### src/rtl/comparador_operand_loader.sv
// comparador_operand_loader
// Bit-serial front end for the equal/different comparator. Two operands
// arrive MSB first (A, then B), are held on op_a/op_b with the captured mode
// on sel_out, the comparator result is registered once and handed downstream.
//
// Optional build macro: COMPARADOR_LOADER_MATCH_COUNT_EN
//   adds match_count[7:0] (saturating count of transferred results equal to 1)
//   and count_clr (synchronous clear, wins over an increment).
//
// Output handshake: res_out is valid while res_valid=1; a transfer happens on
// every rising edge where res_valid=1 and res_ready=1 (and abort=0). Once
// raised, res_valid and res_out stay unchanged until that transfer or an abort.
module comparador_operand_loader #(
  parameter int WIDTH = 3,
  parameter int CNT_W = 2
) (
  input  logic             clk,
  input  logic             rst_n,
  input  logic             start,
  input  logic             sel_in,
  input  logic             bit_in,
  input  logic             bit_valid,
  input  logic             abort,
  input  logic             res_in,
  input  logic             res_ready,
`ifdef COMPARADOR_LOADER_MATCH_COUNT_EN
  input  logic             count_clr,
  output logic [7:0]       match_count,
`endif
  output logic [WIDTH-1:0] op_a,
  output logic [WIDTH-1:0] op_b,
  output logic             sel_out,
  output logic             res_out,
  output logic             res_valid,
  output logic             busy,
  output logic [2:0]       state_dbg
);

  typedef enum logic [2:0] {
    IDLE    = 3'd0,
    LOAD_A  = 3'd1,
    LOAD_B  = 3'd2,
    COMPARE = 3'd3,
    DONE    = 3'd4
  } state_t;

  state_t           state_q;
  state_t           state_d;
  logic [CNT_W-1:0] cnt_q;
  logic             last_bit;
  logic             do_abort;
  logic             do_start;
  logic             shift_a;
  logic             shift_b;
  logic             xfer;

  assign last_bit  = (cnt_q == CNT_W'(WIDTH - 1));
  assign busy      = (state_q != IDLE);
  assign state_dbg = state_q;

  // Next-state logic and per-cycle strobes; abort outranks every other input.
  always_comb begin
    state_d  = state_q;
    do_abort = 1'b0;
    do_start = 1'b0;
    shift_a  = 1'b0;
    shift_b  = 1'b0;
    xfer     = 1'b0;
    if (state_q != IDLE && abort) begin
      do_abort = 1'b1;
      state_d  = IDLE;
    end else begin
      case (state_q)
        IDLE: begin
          if (start) begin
            do_start = 1'b1;
            state_d  = LOAD_A;
          end
        end
        LOAD_A: begin
          if (bit_valid) begin
            shift_a = 1'b1;
            if (last_bit) state_d = LOAD_B;
          end
        end
        LOAD_B: begin
          if (bit_valid) begin
            shift_b = 1'b1;
            if (last_bit) state_d = COMPARE;
          end
        end
        COMPARE: state_d = DONE;
        DONE: begin
          if (res_ready) begin
            xfer    = 1'b1;
            state_d = IDLE;
          end
        end
        default: state_d = IDLE;
      endcase
    end
  end

  // State register.
  always_ff @(posedge clk or negedge rst_n) begin
    if (!rst_n) state_q <= IDLE;
    else        state_q <= state_d;
  end

  // Bit counter: counts accepted bits of the operand currently loading.
  always_ff @(posedge clk or negedge rst_n) begin
    if (!rst_n) begin
      cnt_q <= '0;
    end else if (do_abort || do_start) begin
      cnt_q <= '0;
    end else if (shift_a || shift_b) begin
      cnt_q <= last_bit ? '0 : cnt_q + CNT_W'(1);
    end
  end

  // Operand and mode registers: cleared on start, shifted MSB first, otherwise held.
  always_ff @(posedge clk or negedge rst_n) begin
    if (!rst_n) begin
      op_a    <= '0;
      op_b    <= '0;
      sel_out <= 1'b0;
    end else if (do_start) begin
      op_a    <= '0;
      op_b    <= '0;
      sel_out <= sel_in;
    end else if (shift_a) begin
      op_a <= {op_a[WIDTH-2:0], bit_in};
    end else if (shift_b) begin
      op_b <= {op_b[WIDTH-2:0], bit_in};
    end
  end

  // Result register: sampled once in COMPARE, held until transfer or abort.
  always_ff @(posedge clk or negedge rst_n) begin
    if (!rst_n) begin
      res_out   <= 1'b0;
      res_valid <= 1'b0;
    end else if (do_abort || xfer) begin
      res_valid <= 1'b0;
    end else if (state_q == COMPARE) begin
      res_out   <= res_in;
      res_valid <= 1'b1;
    end
  end

`ifdef COMPARADOR_LOADER_MATCH_COUNT_EN
  // Saturating count of transferred results equal to 1; clear has priority.
  always_ff @(posedge clk or negedge rst_n) begin
    if (!rst_n) begin
      match_count <= 8'd0;
    end else if (count_clr) begin
      match_count <= 8'd0;
    end else if (xfer && res_out && match_count != 8'hff) begin
      match_count <= match_count + 8'd1;
    end
  end
`endif

endmodule

### config.mk
export PLATFORM = sky130hd
export DESIGN_NAME = comparador_operand_loader
export DESIGN_NICKNAME = d
export VERILOG_FILES = /design/src/rtl/comparador_operand_loader.sv
export SDC_FILE = /design/constraint.sdc
export NUM_CORES = 1
export LEC_CHECK = 0
export BUFFER_PORTS_ARGS = -buffer_cell sky130_fd_sc_hd__buf_2
export CORE_MARGIN = 4
export CORE_UTILIZATION = 31
export CTS_CLUSTER_SIZE = 24
export DETAILED_ROUTE_END_ITERATION = 10
export HOLD_SLACK_MARGIN = 0.02
export REMOVE_ABC_BUFFERS = 1
export SLEW_MARGIN = 10
export SYNTH_ARGS = -nofsm -noshare
export SYNTH_HDL_FRONTEND = slang
export SYNTH_SLANG_ARGS = --single-unit
### constraint.sdc
create_clock -name clk -period 1.65 [get_ports clk]
set_input_delay 0.2475 -clock clk [delete_from_list [all_inputs] [get_ports clk]]
set_output_delay 0.2475 -clock clk [all_outputs]
set_load 0.01 [all_outputs]
==> flow_summary.json <==
{
  "ctsHtreeMaxLevel": 1,
  "min-delay-start": "res_in",
  "clkTransAtPathRegs_ns": 0.09,
  "crit_arrival_ns": 1.35,
  "p_total_uw": 874.8,
  "hold_path_end": "res_out",
  "timing.fmax_mhz": 625.8,
  "area_growth_pct": 27.36,
  "synth_seq_cells": 14,
  "clockBufferDepth": 2,
  "p_per_area_nw_per_um2": 927.2,
  "grt-busiest-layer": "met2",
  "drt_first_pass_iters": 3,
  "vias_per_cell": 5.148,
  "postSynth.asyncResetShare_pct": 100.0,
  "fillers": 239,
  "worstSetupStartpointType": "flip-flop",
  "clock-sinks": 14,
  "num_vias": 659,
  "crit_fanout": 10,
  "synth_top_area_share_pct": 47.30,
  "drtIter0Drc": 6,
  "cts_tree": "built",
  "die_width_um": 56.88,
  "ant_nets": 0,
  "grt_util_met3_pct": 3.218,
  "hold_path_depth": 2,
  "die_y_um": 56.88,
  "synth_edf_count": 0,
  "core_area_um2": 2233,
  "die_area_um2": 3235,
  "slew_violations": 0,
  "worstSetupPathType": "flip-flop to output port",
  "critPathRequiredTime_ns": 1.40,
  "finalCritPeriodShare_pct": 96.84,
  "seqCellArea_um2": 350.3,
  "multiInputGateArea_um2": 361.6,
  "worst_slew_margin_rel_pct": 73.73,
  "start_util_pct": 33.17,
  "grt_pass1_wl_um": 3008,
  "hold-worst-slack_ns": 0.1921,
  "grt_util_met1_pct": 15.17,
  "maxCapViolCount": 0,
  "r2r_slack_ns": 0.10,
  "n_antenna_cell": 0,
  "grt_pass1_vias": 705,
  "synth_top_area_cell": "dfrtp_1",
  "r2r-end": "sel_out",
  "ys_seq_area_share_pct": 47.30,
  "drive_above_1_share_pct": 34.00,
  "grt_util_all_layers_pct": 11.76,
  "utilization_pct": 42.24,
  "post_drt_wl_per_cell_um": 13.02,
  "avgSynthCellArea_um2": 10.01,
  "synthTopCellsByArea": "dfrtp_1, a211o_1, o21ai_0, nor2b_1, nand2_1",
  "root_buffer": "clkbuf_4",
  "place_congestion": 0.7214,
  "reg2reg_from": "state_dbg[2]",
  "finalNetCount": 110,
  "synthCells": 74,
  "grt_util_met2_pct": 17.78,
  "place_hpwl_um": 1261,
  "final_cell_mix": "buf_2, dfrtp_1, nand2_1, o21ai_0",
  "r2r_cells": 3,
  "layout_commonest_cell": "buf_2",
  "synthesis.area_um2": 740.7,
  "overflow": 0,
  "worstHoldPathType": "input port to flip-flop",
  "end_kind": "output port",
  "drc": 0,
  "rows": 17,
  "synth_ff_type": "dfrtp_1",
  "fin_skew_ns": 0.001670,
  "min_period_ns": 1.598,
  "yosysWarnings": 0,
  "vdd_drop_max_v": 0.0005540,
  "clk_latency_ns": 0.28,
  "ioPinCount": 22,
  "cts_made_buffers": 3,
  "outcome": "finished clean",
  "wirelength_um": 1666,
  "antenna_found_initial": 0,
  "grt_max_degree": 15,
  "yosysUniqueCellTypes": 30,
  "port_buffers": 21,
  "p_leak_uw": 0.0004936,
  "setup_viol": 0,
  "hold_violations": 0,
  "worst_slew_pin_slew_ns": 0.3923
}
==> Yosys cell counts, types with 2 or more instances <==
| master | n |
|---|---|
| a211o_1 | 4 |
| a21oi_1 | 2 |
| a2bb2oi_1 | 2 |
| and3_1 | 2 |
| buf_2 | 3 |
| dfrtp_1 | 14 |
| inv_1 | 2 |
| nand2_1 | 6 |
| nand3_1 | 3 |
| nor2_1 | 4 |
| nor2b_1 | 4 |
| nor3_1 | 4 |
| o21ai_0 | 6 |
| or4_1 | 2 |
==> how the worst max path moves through the flow <==
stage	startpoint	endpoint	slack [ns]	cells past startpoint
2_1_floorplan	state_dbg[2]	sel_out	0.14	2
3_3_place_gp	state_dbg[2]	sel_out	0.22	2
3_5_place_dp	state_dbg[2]	cnt_q[0]	0.17	4
4_1_cts	state_dbg[2]	busy	0.02	3
5_1_grt	state_dbg[0]	busy	-0.003	3
6_report	state_dbg[0]	busy	0.05	3
==> metal layers <==
metal	part of all wire [%]	routed length, µm	up-vias
met1	49	809	313
met4	2.5	41	0
met2	44	733	19
met5	0	0	-
li1	-	-	322
met3	4.9	81	5
==> critical path, stage by stage (launching register included) <==
cell	delay, ns
dfrtp_1	0.41
buf_6	0.15
or3_4	0.36
buf_2	0.15
==> cells by family (layout without fill, tap and decap cells) <==
group,Yosys count,in the layout,share of synthesized area [%]
compound gates,18,18,16.89
xor+xnor,1,1,1.183
buf+inv,6,32,4.560
flops,14,14,47.30
mux,3,3,4.898
simple gates,32,32,25.17
==> state kept, by name, summed over array words and instances (netlist names) <==
name,flops
cnt_q,2
op_a,3
op_b,3
res_out,1
res_valid,1
sel_out,1
state_dbg,3
==> through the flow <==
step	setup TNS (ns)	area, µm²	worst slack [ns]	std cells
detailed placement	0	877.1	0.1730	122
floorplan	0	714.4	0.1365	70
CTS	0	930.9	0.01669	128
global placement	0	877.1	0.2207	122
global route	-0.003326	943.4	-0.003326	128
finish	0	943.4	0.05209	128
==> power by group <==
part,internal [µW],switching [µW],total (µW),leakage [µW]
Clock,134,115,250,0.0000210
Combinational,104,114,218,0.000285
Sequential,380,27.1,407,0.000188
Total,618,256,875,0.000494
==> final cells by class <==
| type | count | area share [%] |
|---|---|---|
| Sequential cell | 14 | 37.14 |
| Inverter | 2 | 0.7958 |
| Clock buffer | 4 | 3.846 |
| Tap cell | 28 | 3.714 |
| Multi-Input combinational cell | 54 | 38.33 |
| Timing Repair Buffer | 26 | 16.18 |
==> timing repair <==
action | CTS | global route
hold buffers | 1 | 0
gates resized for setup | 0 | 3
endpoints found under the hold margin | 14 | 0
endpoints found under the setup margin | 1 | 1
setup buffers | 1 | 0
Note: power is estimated with default switching activity, not from simulation.
